$ cat src/rtl/layer_mac_scheduler_if.sv
// layer_mac_scheduler_if: activation/weight/bias/result signal bundle for the MAC scheduler
// slave  (scheduler side): takes in_valid/in_vec, w_data, b_data, out_ready; drives in_ready, w_addr, b_addr, out_valid/idx/data, busy
// master (environment side): the mirror image
interface layer_mac_scheduler_if #(parameter int NUM_IN = 10, parameter int AW = 7);
  logic                  in_valid;
  logic                  in_ready;
  logic [8*NUM_IN-1:0]   in_vec;
  logic [AW-1:0]         w_addr;
  logic [7:0]            w_data;
  logic [2:0]            b_addr;
  logic [15:0]           b_data;
  logic                  out_valid;
  logic                  out_ready;
  logic [2:0]            out_idx;
  logic [7:0]            out_data;
  logic                  busy;
  modport slave (input in_valid, in_vec, w_data, b_data, out_ready,
                 output in_ready, w_addr, b_addr, out_valid, out_idx, out_data, busy);
  modport master (output in_valid, in_vec, w_data, b_data, out_ready,
                  input in_ready, w_addr, b_addr, out_valid, out_idx, out_data, busy);
endinterface

$ cat src/rtl/layer_mac_scheduler.sv
// layer_mac_scheduler: sequences NUM_IN-long signed MACs for NUM_OUT neurons and quantizes each to 0..127
// clk/reset: clock and synchronous active-high reset
// bus (slave): vector intake (in_valid/in_ready/in_vec), weight ROM (w_addr -> w_data next cycle),
//              bias ROM (b_addr -> b_data), result stream (out_valid/out_ready/out_idx/out_data), busy
module layer_mac_scheduler #(
  parameter int NUM_IN  = 10,
  parameter int NUM_OUT = 8,
  parameter int AW      = 7
) (
  input logic clk,
  input logic reset,
  layer_mac_scheduler_if.slave bus
);
  localparam int IW = $clog2(NUM_IN + 1);
  typedef enum logic [2:0] {IDLE, FETCH, DRAIN, QUANT, OUT} state_t;
  state_t state_q, state_d;
  logic [8*NUM_IN-1:0] vec_q, vec_d;
  logic [IW-1:0] i_q, i_d, p;
  logic [2:0] n_q, n_d, oi_q, oi_d;
  logic [AW-1:0] addr_q, addr_d;
  logic signed [22:0] acc_q, acc_d, prod_ext, bias_ext;
  logic [7:0] od_q, od_d, rnd, q;
  logic signed [7:0] a;
  logic signed [15:0] prod;
  always_comb begin
    // product for the address issued last cycle, whose weight is on w_data now
    p = i_q - IW'(1);
    a = 8'(vec_q >> {p, 3'b000});
    prod = a * $signed(bus.w_data);
    prod_ext = {{7{prod[15]}}, prod};
    bias_ext = {{7{bus.b_data[15]}}, bus.b_data};
    rnd = {1'b0, acc_q[12:6]} + {7'b0, acc_q[5]};
    q = acc_q[22] ? 8'd0 : |acc_q[21:13] ? 8'd127 : rnd[7] ? 8'd127 : rnd;
    state_d = state_q;
    vec_d = vec_q;
    i_d = i_q;
    n_d = n_q;
    addr_d = addr_q;
    acc_d = acc_q;
    od_d = od_q;
    oi_d = oi_q;
    case (state_q)
      IDLE: if (bus.in_valid) begin
        vec_d = bus.in_vec;
        n_d = 3'd0;
        i_d = '0;
        addr_d = '0;
        acc_d = '0;
        state_d = FETCH;
      end
      FETCH: begin
        // bias is loaded on the first fetch cycle, when b_addr already shows the new neuron
        acc_d = (i_q == '0) ? bias_ext : acc_q + prod_ext;
        // w_addr runs continuously, so it already points at the next neuron's first weight
        addr_d = addr_q + AW'(1);
        i_d = i_q + IW'(1);
        state_d = (i_q == IW'(NUM_IN - 1)) ? DRAIN : FETCH;
      end
      DRAIN: begin
        acc_d = acc_q + prod_ext;
        state_d = QUANT;
      end
      QUANT: begin
        od_d = q;
        oi_d = n_q;
        state_d = OUT;
      end
      OUT: if (bus.out_ready) begin
        if (n_q == 3'(NUM_OUT - 1)) state_d = IDLE;
        else begin
          n_d = n_q + 3'd1;
          i_d = '0;
          state_d = FETCH;
        end
      end
      default: state_d = IDLE;
    endcase
  end
  always_ff @(posedge clk) begin
    if (reset) begin
      state_q <= IDLE;
      vec_q <= '0;
      i_q <= '0;
      n_q <= '0;
      addr_q <= '0;
      acc_q <= '0;
      od_q <= '0;
      oi_q <= '0;
    end else begin
      state_q <= state_d;
      vec_q <= vec_d;
      i_q <= i_d;
      n_q <= n_d;
      addr_q <= addr_d;
      acc_q <= acc_d;
      od_q <= od_d;
      oi_q <= oi_d;
    end
  end
  assign bus.in_ready = state_q == IDLE;
  assign bus.busy = state_q != IDLE;
  assign bus.out_valid = state_q == OUT;
  assign bus.w_addr = addr_q;
  assign bus.b_addr = n_q;
  assign bus.out_idx = oi_q;
  assign bus.out_data = od_q;
endmodule

$ cat src/flat_wrapper.sv
// flat-port wrapper written by rule: the top's interface ports become plain ports
module layer_mac_scheduler_flat 
#(
  parameter int NUM_IN  = 10,
  parameter int NUM_OUT = 8,
  parameter int AW      = 7
)
  (clk, reset, bus_in_valid, bus_in_vec, bus_w_data, bus_b_data, bus_out_ready, bus_in_ready, bus_w_addr, bus_b_addr, bus_out_valid, bus_out_idx, bus_out_data, bus_busy);
  layer_mac_scheduler_if #(.NUM_IN(NUM_IN), .AW(AW)) bus_i ();
  input logic clk;
  input logic reset;
  input wire logic [$bits(bus_i.in_valid)-1:0] bus_in_valid;
  input wire logic [$bits(bus_i.in_vec)-1:0] bus_in_vec;
  input wire logic [$bits(bus_i.w_data)-1:0] bus_w_data;
  input wire logic [$bits(bus_i.b_data)-1:0] bus_b_data;
  input wire logic [$bits(bus_i.out_ready)-1:0] bus_out_ready;
  output wire logic [$bits(bus_i.in_ready)-1:0] bus_in_ready;
  output wire logic [$bits(bus_i.w_addr)-1:0] bus_w_addr;
  output wire logic [$bits(bus_i.b_addr)-1:0] bus_b_addr;
  output wire logic [$bits(bus_i.out_valid)-1:0] bus_out_valid;
  output wire logic [$bits(bus_i.out_idx)-1:0] bus_out_idx;
  output wire logic [$bits(bus_i.out_data)-1:0] bus_out_data;
  output wire logic [$bits(bus_i.busy)-1:0] bus_busy;
  assign bus_i.in_valid = bus_in_valid;
  assign bus_i.in_vec = bus_in_vec;
  assign bus_i.w_data = bus_w_data;
  assign bus_i.b_data = bus_b_data;
  assign bus_i.out_ready = bus_out_ready;
  assign bus_in_ready = bus_i.in_ready;
  assign bus_w_addr = bus_i.w_addr;
  assign bus_b_addr = bus_i.b_addr;
  assign bus_out_valid = bus_i.out_valid;
  assign bus_out_idx = bus_i.out_idx;
  assign bus_out_data = bus_i.out_data;
  assign bus_busy = bus_i.busy;
  layer_mac_scheduler #(.NUM_IN(NUM_IN), .NUM_OUT(NUM_OUT), .AW(AW)) u_core (.clk(clk), .reset(reset), .bus(bus_i));
endmodule
$ cat config.mk
export PLATFORM = sky130hd
export DESIGN_NAME = layer_mac_scheduler_flat
export DESIGN_NICKNAME = d
export VERILOG_FILES = /design/src/rtl/layer_mac_scheduler_if.sv /design/src/rtl/layer_mac_scheduler.sv /design/src/flat_wrapper.sv
export SDC_FILE = /design/constraint.sdc
export NUM_CORES = 1
export LEC_CHECK = 0
export ABC_AREA = 1
export ABC_CLOCK_PERIOD_IN_PS = 11280
export BUFFER_PORTS_ARGS = -buffer_cell sky130_fd_sc_hd__buf_4
export CORE_MARGIN = 3
export CORE_UTILIZATION = 40
export DETAILED_ROUTE_END_ITERATION = 6
export PLACE_DENSITY = 0.64
export SYNTH_ARGS = -nofsm -noshare
export SYNTH_HDL_FRONTEND = slang
export SYNTH_SLANG_ARGS = --single-unit
$ cat constraint.sdc
create_clock -name clk -period 11.28 [get_ports clk]
set_input_delay 0 -clock clk [delete_from_list [all_inputs] [get_ports clk]]
set_output_delay 0 -clock clk [all_outputs]
set_load 0.005 [all_outputs]
# ---- Yosys cells after proc, flatten, opt, wreduce, memory -nomap -nowiden
# Index checks and enable logic that the tools add are counted.
# Widths: inputs -> output; s select.
dict set report word_totals {
  regBits 131
  latch_bits 0
  mem_bits_rw 0
  mem_bits_ro 0
  inputBits 108
  output_inout_bits 24
  wordCells 60
  n_memories 0
}
dict set report classes {
  n_addsub 6
  mul 1
  n_div 0
  n_lt_le_gt_ge 0
  n_eq_ne 9
  shifts 1
  n_mux 21
  n_bitwise 0
  n_reduce_logical 14
}
# cell count
set ops {}
lappend ops {{$shr 80x7->8} 1}
lappend ops {{$pmux 23 s3} 1}
lappend ops {{$mux 23} 2}
lappend ops {{$add 23x16->23} 1}
lappend ops {{$mul 8x8->16} 1}
lappend ops {{$mux 8} 2}
lappend ops {{$mux 3} 5}
lappend ops {{$pmux 3 s5} 1}
lappend ops {{$mux 7} 2}
lappend ops {{$pmux 7 s2} 1}
lappend ops {{$mux 4} 3}
lappend ops {{$pmux 4 s3} 1}
lappend ops {{$reduce_bool 3->1} 3}
lappend ops {{$reduce_or 9->1} 1}
lappend ops {{$add 7x1->8} 1}
lappend ops {{$reduce_and 2->1} 4}
lappend ops {{$reduce_and 4->1} 2}
lappend ops {{$add 7x1->7 const B} 1}
lappend ops {{$eq 3x2->1 const B} 2}
lappend ops {{$eq 3x3->1 const B} 2}
lappend ops {{$ne 2x2->1 const B} 3}
lappend ops {{$pmux 3 s2} 1}
lappend ops {{$add 4x1->4 const B} 1}
lappend ops {{$eq 4x4->1 const B} 1}
lappend ops {{8 further kinds} 9}

# ---- Logic depth before layout (Yosys ltp)
dict set report logic_depth {
  word_depth 6
  mapped_depth 36
  ltp_nobuf 32
}

# ---- Worst setup path after synthesis
# No wires, ideal clock.
dict set report synth_path {
  path_type {register to register}
  startpoint {register u_core.i_q[0]}
  endpoint {register u_core.acc_q[12]}
  setup_time_ps 119
  arrival_time_ps 6350
  required_ps 11161
  setup_slack_ps 4810
  stages_incl_launch_ff 25
  path_buffers 2
  synth_period_minus_slack_ps 6470
  path_cell_list {dfxtp_1 buf_2 inv_2 clkbuf_1 ha_1 xnor2_2 nand2_2 o21ai_2 nand2_2 nor2_2 inv_1 fa_1 inv_1 fa_1 fa_1 fa_1 fa_1 ha_1 nand2_1 nand2_1 o21bai_1 a21o_1 or2_2 nand3_1 a21oi_1}
}
dict set report synth_between {
  elab_chain_cells 6
  word_cells_on_any_way 7
  classes_between {add/sub (2); mul (1); shift (1); mux (2); reduce/logical (1)}
}
# item line
set synth_rtl {}
lappend synth_rtl {{from (decl)} layer_mac_scheduler.sv:18} ;# logic [IW-1:0] i_q, i_d, p;
lappend synth_rtl {{from (signal assigned)} layer_mac_scheduler.sv:92} ;# i_q <= i_d;
lappend synth_rtl {{$sub 4x1->4} layer_mac_scheduler.sv:27} ;# p = i_q - IW'(1);
lappend synth_rtl {{$shr 80x7->8} layer_mac_scheduler.sv:28} ;# a = 8'(vec_q >> {p, 3'b000});
lappend synth_rtl {{$mul 8x8->16} layer_mac_scheduler.sv:29} ;# prod = a * $signed(bus.w_data);
lappend synth_rtl {{$add 23x16->23} {layer_mac_scheduler.sv:53, layer_mac_scheduler.sv:60}}
lappend synth_rtl {{$mux 23} layer_mac_scheduler.sv:53} ;# acc_d = (i_q == '0) ? bias_ext : acc_q + prod_ext;
lappend synth_rtl {{$pmux 23 s3 (*)} layer_mac_scheduler.sv:42} ;# case (state_q)
lappend synth_rtl {{to (signal assigned)} layer_mac_scheduler.sv:86} ;# acc_q <= '0;
lappend synth_rtl {{to (signal assigned)} layer_mac_scheduler.sv:95} ;# acc_q <= acc_d;
lappend synth_rtl {{to (decl)} layer_mac_scheduler.sv:21} ;# logic signed [22:0] acc_q, acc_d, prod_ext, bias_ext;
# Every way passes the cells marked *; elsewhere a longest branch is shown, timed or not.
# A chain may end at the register's enable or synchronous reset.

# ---- Worst setup path in the final report
dict set report layout_path {
  startpoint {register u_core.i_q[0]}
  endpoint {register u_core.acc_q[14]}
}
# Same word-level chain as after synthesis.

==> results.cfg <==
[power]
irDropWorstVdd_v = 0.000139
power_leakage_uw = 0.00631
power.density_nw_per_um2 = 229

[critical_path]
crit_path_top_delay_cell = ha_1
rr_worst_depth = 28
critPathArrivalTime_ns = 7.59
r2r_end = u_core.acc_q[14]$_SDFFE_PP0P_
critPathLaunchType = flop
rr_startpoint = u_core.i_q[0]$_SDFFE_PP0P_
critPathKind = flop to flop
required_ns = 11.60
rrSetupSlack_ns = 4.01
crit_path_end_kind = flop
path_max_fanout = 53
critPathMaxStageDelay_ns = 0.79

[clock_tree]
clk_path_buf_depth = 2
cts_tree = done
cts_resized = 0
cts-hold-fix-buffers = 96
cts_buffers = 17
cts_setup_buffers = 0
clk_pin_slew_ns = 0.07
clk_latency_ns = 0.44
cts.sinks = 130
h-tree-depth = 4
clock-root-buffer = clkbuf_16

[global_routing]
antenna_found_initial = 0
grt_pass1_vias = 9676
grt_max_degree = 109
grt_use_total = 0.224
grt_pass1_wl_microns = 50000
overflow = 0

[floorplanning]
die_height_microns = 166
io_pins = 132
rows = 57
dieArea_sq_um = 27600
die_width_microns = 166
core_sq_um = 24700
start_util = 0.414

[synth]
synth.distinct_cells = 42
syn_inst = 1376
synth.net_count = 1644
synth-seq-cells = 130
netlist_area_sq_um = 10200
yosys_warnings = 0
synth_ff_type = dfxtp_1
yosysSeqAreaShare = 0.254
synth_async_sr_flop_share = 0
synth_edf_count = 0
syn_avg_cell_area_sq_um = 7.45

[hold_path]
whs_path_depth = 5
hp-class = input pin to flop
min_to = u_core.acc_q[2]$_SDFFE_PP0P_
hold_start = bus_b_data[2]

[route]
drc = 0
vias = 9663
ant_nets = 0
dr.pass1.iters = 5
wl_per_cell_microns = 15.9
wl_microns = 30400
drt-vias-per-instance = 5.05
drtIter0Drc = 667

[sta]
finalMaxSlewViolations = 0
hold_viol = 0
fin_crit_ns = 7.27
tns_ns = 0
finalCritPeriodShare = 0.645
fmax_ghz = 0.138
max_slew_margin = 0.362
worst_slew_pin_slew_ns = 0.957
rsz0062_at_grt = no
setup_violations = 0
fin_skew_ns = 0.0171
worst_hold_slack_ns = 0.0291

[layout]
final_nets = 1844
diodes = 0
fin_cells = 1913
layout-drive-gt1-share = 0.128
layout_commonest_cell = inv_1
area_growth_pct = 26.9
final_cell_mix = 220 x inv_1, 190 x nand2_1, 170 x o21ai_0

[placed_design]
io_buffers = 130
hpwl_microns = 23000
place_congestion = 0.904
placedCellCount = 1785

[flow_run]
cap_violations = 0

[status]
status = finished clean
==> worst max-delay path by stage <==
stage,slack (ns),startpoint,end
2_1_floorplan,4.81,u_core.i_q[0]$_SDFFE_PP0P_,u_core.acc_q[12]$_SDFFE_PP0P_
3_3_place_gp,4.29,u_core.i_q[0]$_SDFFE_PP0P_,u_core.acc_q[22]$_SDFFE_PP0P_
3_5_place_dp,4.11,u_core.i_q[0]$_SDFFE_PP0P_,u_core.acc_q[22]$_SDFFE_PP0P_
4_1_cts,4.08,u_core.i_q[0]$_SDFFE_PP0P_,u_core.acc_q[12]$_SDFFE_PP0P_
5_1_grt,3.36,u_core.i_q[0]$_SDFFE_PP0P_,u_core.acc_q[22]$_SDFFE_PP0P_
6_report,4.01,u_core.i_q[0]$_SDFFE_PP0P_,u_core.acc_q[14]$_SDFFE_PP0P_
==> metrics by stage <==
stage / total power (uW) / worst slack [ns] / utilization / cell area [sq um]
3_5_place_dp: 2360 / 4.11 / 0.462 / 11400
5_1_grt: 3290 / 3.36 / 0.525 / 13000
3_3_place_gp: 2350 / 4.29 / 0.462 / 11400
6_report: 2980 / 4.01 / 0.525 / 13000
4_1_cts: 2980 / 4.08 / 0.525 / 13000
2_1_floorplan: 1900 / 4.81 / - / 10200
==> cells in the mapped netlist (3+ instances only) <==
| library cell | instances | area (sq um) |
|---|---|---|
| a21o_1 | 3 | 22.5 |
| a21oi_1 | 134 | 671 |
| a221oi_1 | 3 | 26.3 |
| buf_2 | 17 | 85.1 |
| buf_4 | 4 | 30.0 |
| clkbuf_1 | 27 | 101 |
| dfxtp_1 | 130 | 2600 |
| fa_1 | 100 | 2000 |
| ha_1 | 60 | 751 |
| inv_1 | 221 | 830 |
| inv_2 | 9 | 33.8 |
| nand2_1 | 190 | 713 |
| nand2_2 | 3 | 18.8 |
| nand3_1 | 66 | 330 |
| nand3_2 | 3 | 30.0 |
| nand3b_1 | 4 | 30.0 |
| nand4_1 | 12 | 75.1 |
| nor2_1 | 169 | 634 |
| nor2_2 | 5 | 31.3 |
| nor3_1 | 8 | 40.0 |
| o211ai_1 | 4 | 30.0 |
| o21ai_0 | 170 | 851 |
| o21bai_1 | 3 | 22.5 |
| or2_2 | 6 | 37.5 |
| xnor2_1 | 3 | 26.3 |
==> registers in the layout, indices dropped and copies added (netlist names) <==
| name | cells |
|---|---|
| u_core.bus.out_data | 7 |
| u_core.bus.out_idx | 3 |
| u_core.bus.w_addr | 7 |
| u_core.state_q | 3 |
| u_core.bus.b_addr | 3 |
| u_core.i_q | 4 |
| u_core.vec_q | 80 |
| u_core.acc_q | 23 |
==> final cells by class <==
cell class	count	area, sq um
Tap cell	324	405
Multi-Input combinational cell	964	6540
Timing Repair Buffer	232	1980
Clock buffer	17	425
Clock inverter	15	184
Sequential cell	130	2600
Fill cell	2339	11700
Inverter	231	867
==> worst max-delay path: cells and delay by family, from the launching register on <==
| family | cells | cell delay [ns] |
|---|---|---|
| adders and majority gates | 7 | 3.49 |
| buffers and inverters | 6 | 1.53 |
| AOI/OAI and AO/OA | 4 | 0.69 |
| DFF | 1 | 0.31 |
| and+or+nand+nor | 11 | 1.11 |
==> power by group <==
| group | internal, uW | total (uW) | switching [uW] |
|---|---|---|---|
| clock network | 320 | 582 | 262 |
| registers | 501 | 536 | 35.3 |
| logic | 704 | 1860 | 1160 |
| total | 1520 | 2980 | 1460 |
==> metal layers <==
layer / share of wire / track usage / vias to the layer above
met3: 0.058 / 0.0457 / 51
met4: 0.026 / 0.0778 / 0
met1: 0.45 / 0.304 / 4521
met2: 0.46 / 0.358 / 297
li1: - / - / 4794
met5: 0 / 0 / -
==> kinds of logic (layout without fill, tap and decap cells) <==
group,after synthesis,after routing,share of synthesized area
AND/OR/NAND/NOR,472,472,0.196
AO/OA/AOI/OAI,324,324,0.164
buffers and inverters,282,495,0.108
adder cells (fa/ha/maj),160,160,0.269
flip-flops,130,130,0.254
XOR/XNOR,7,7,0.00855
other,1,1,0.000366
(Power assumes the default switching activity.)
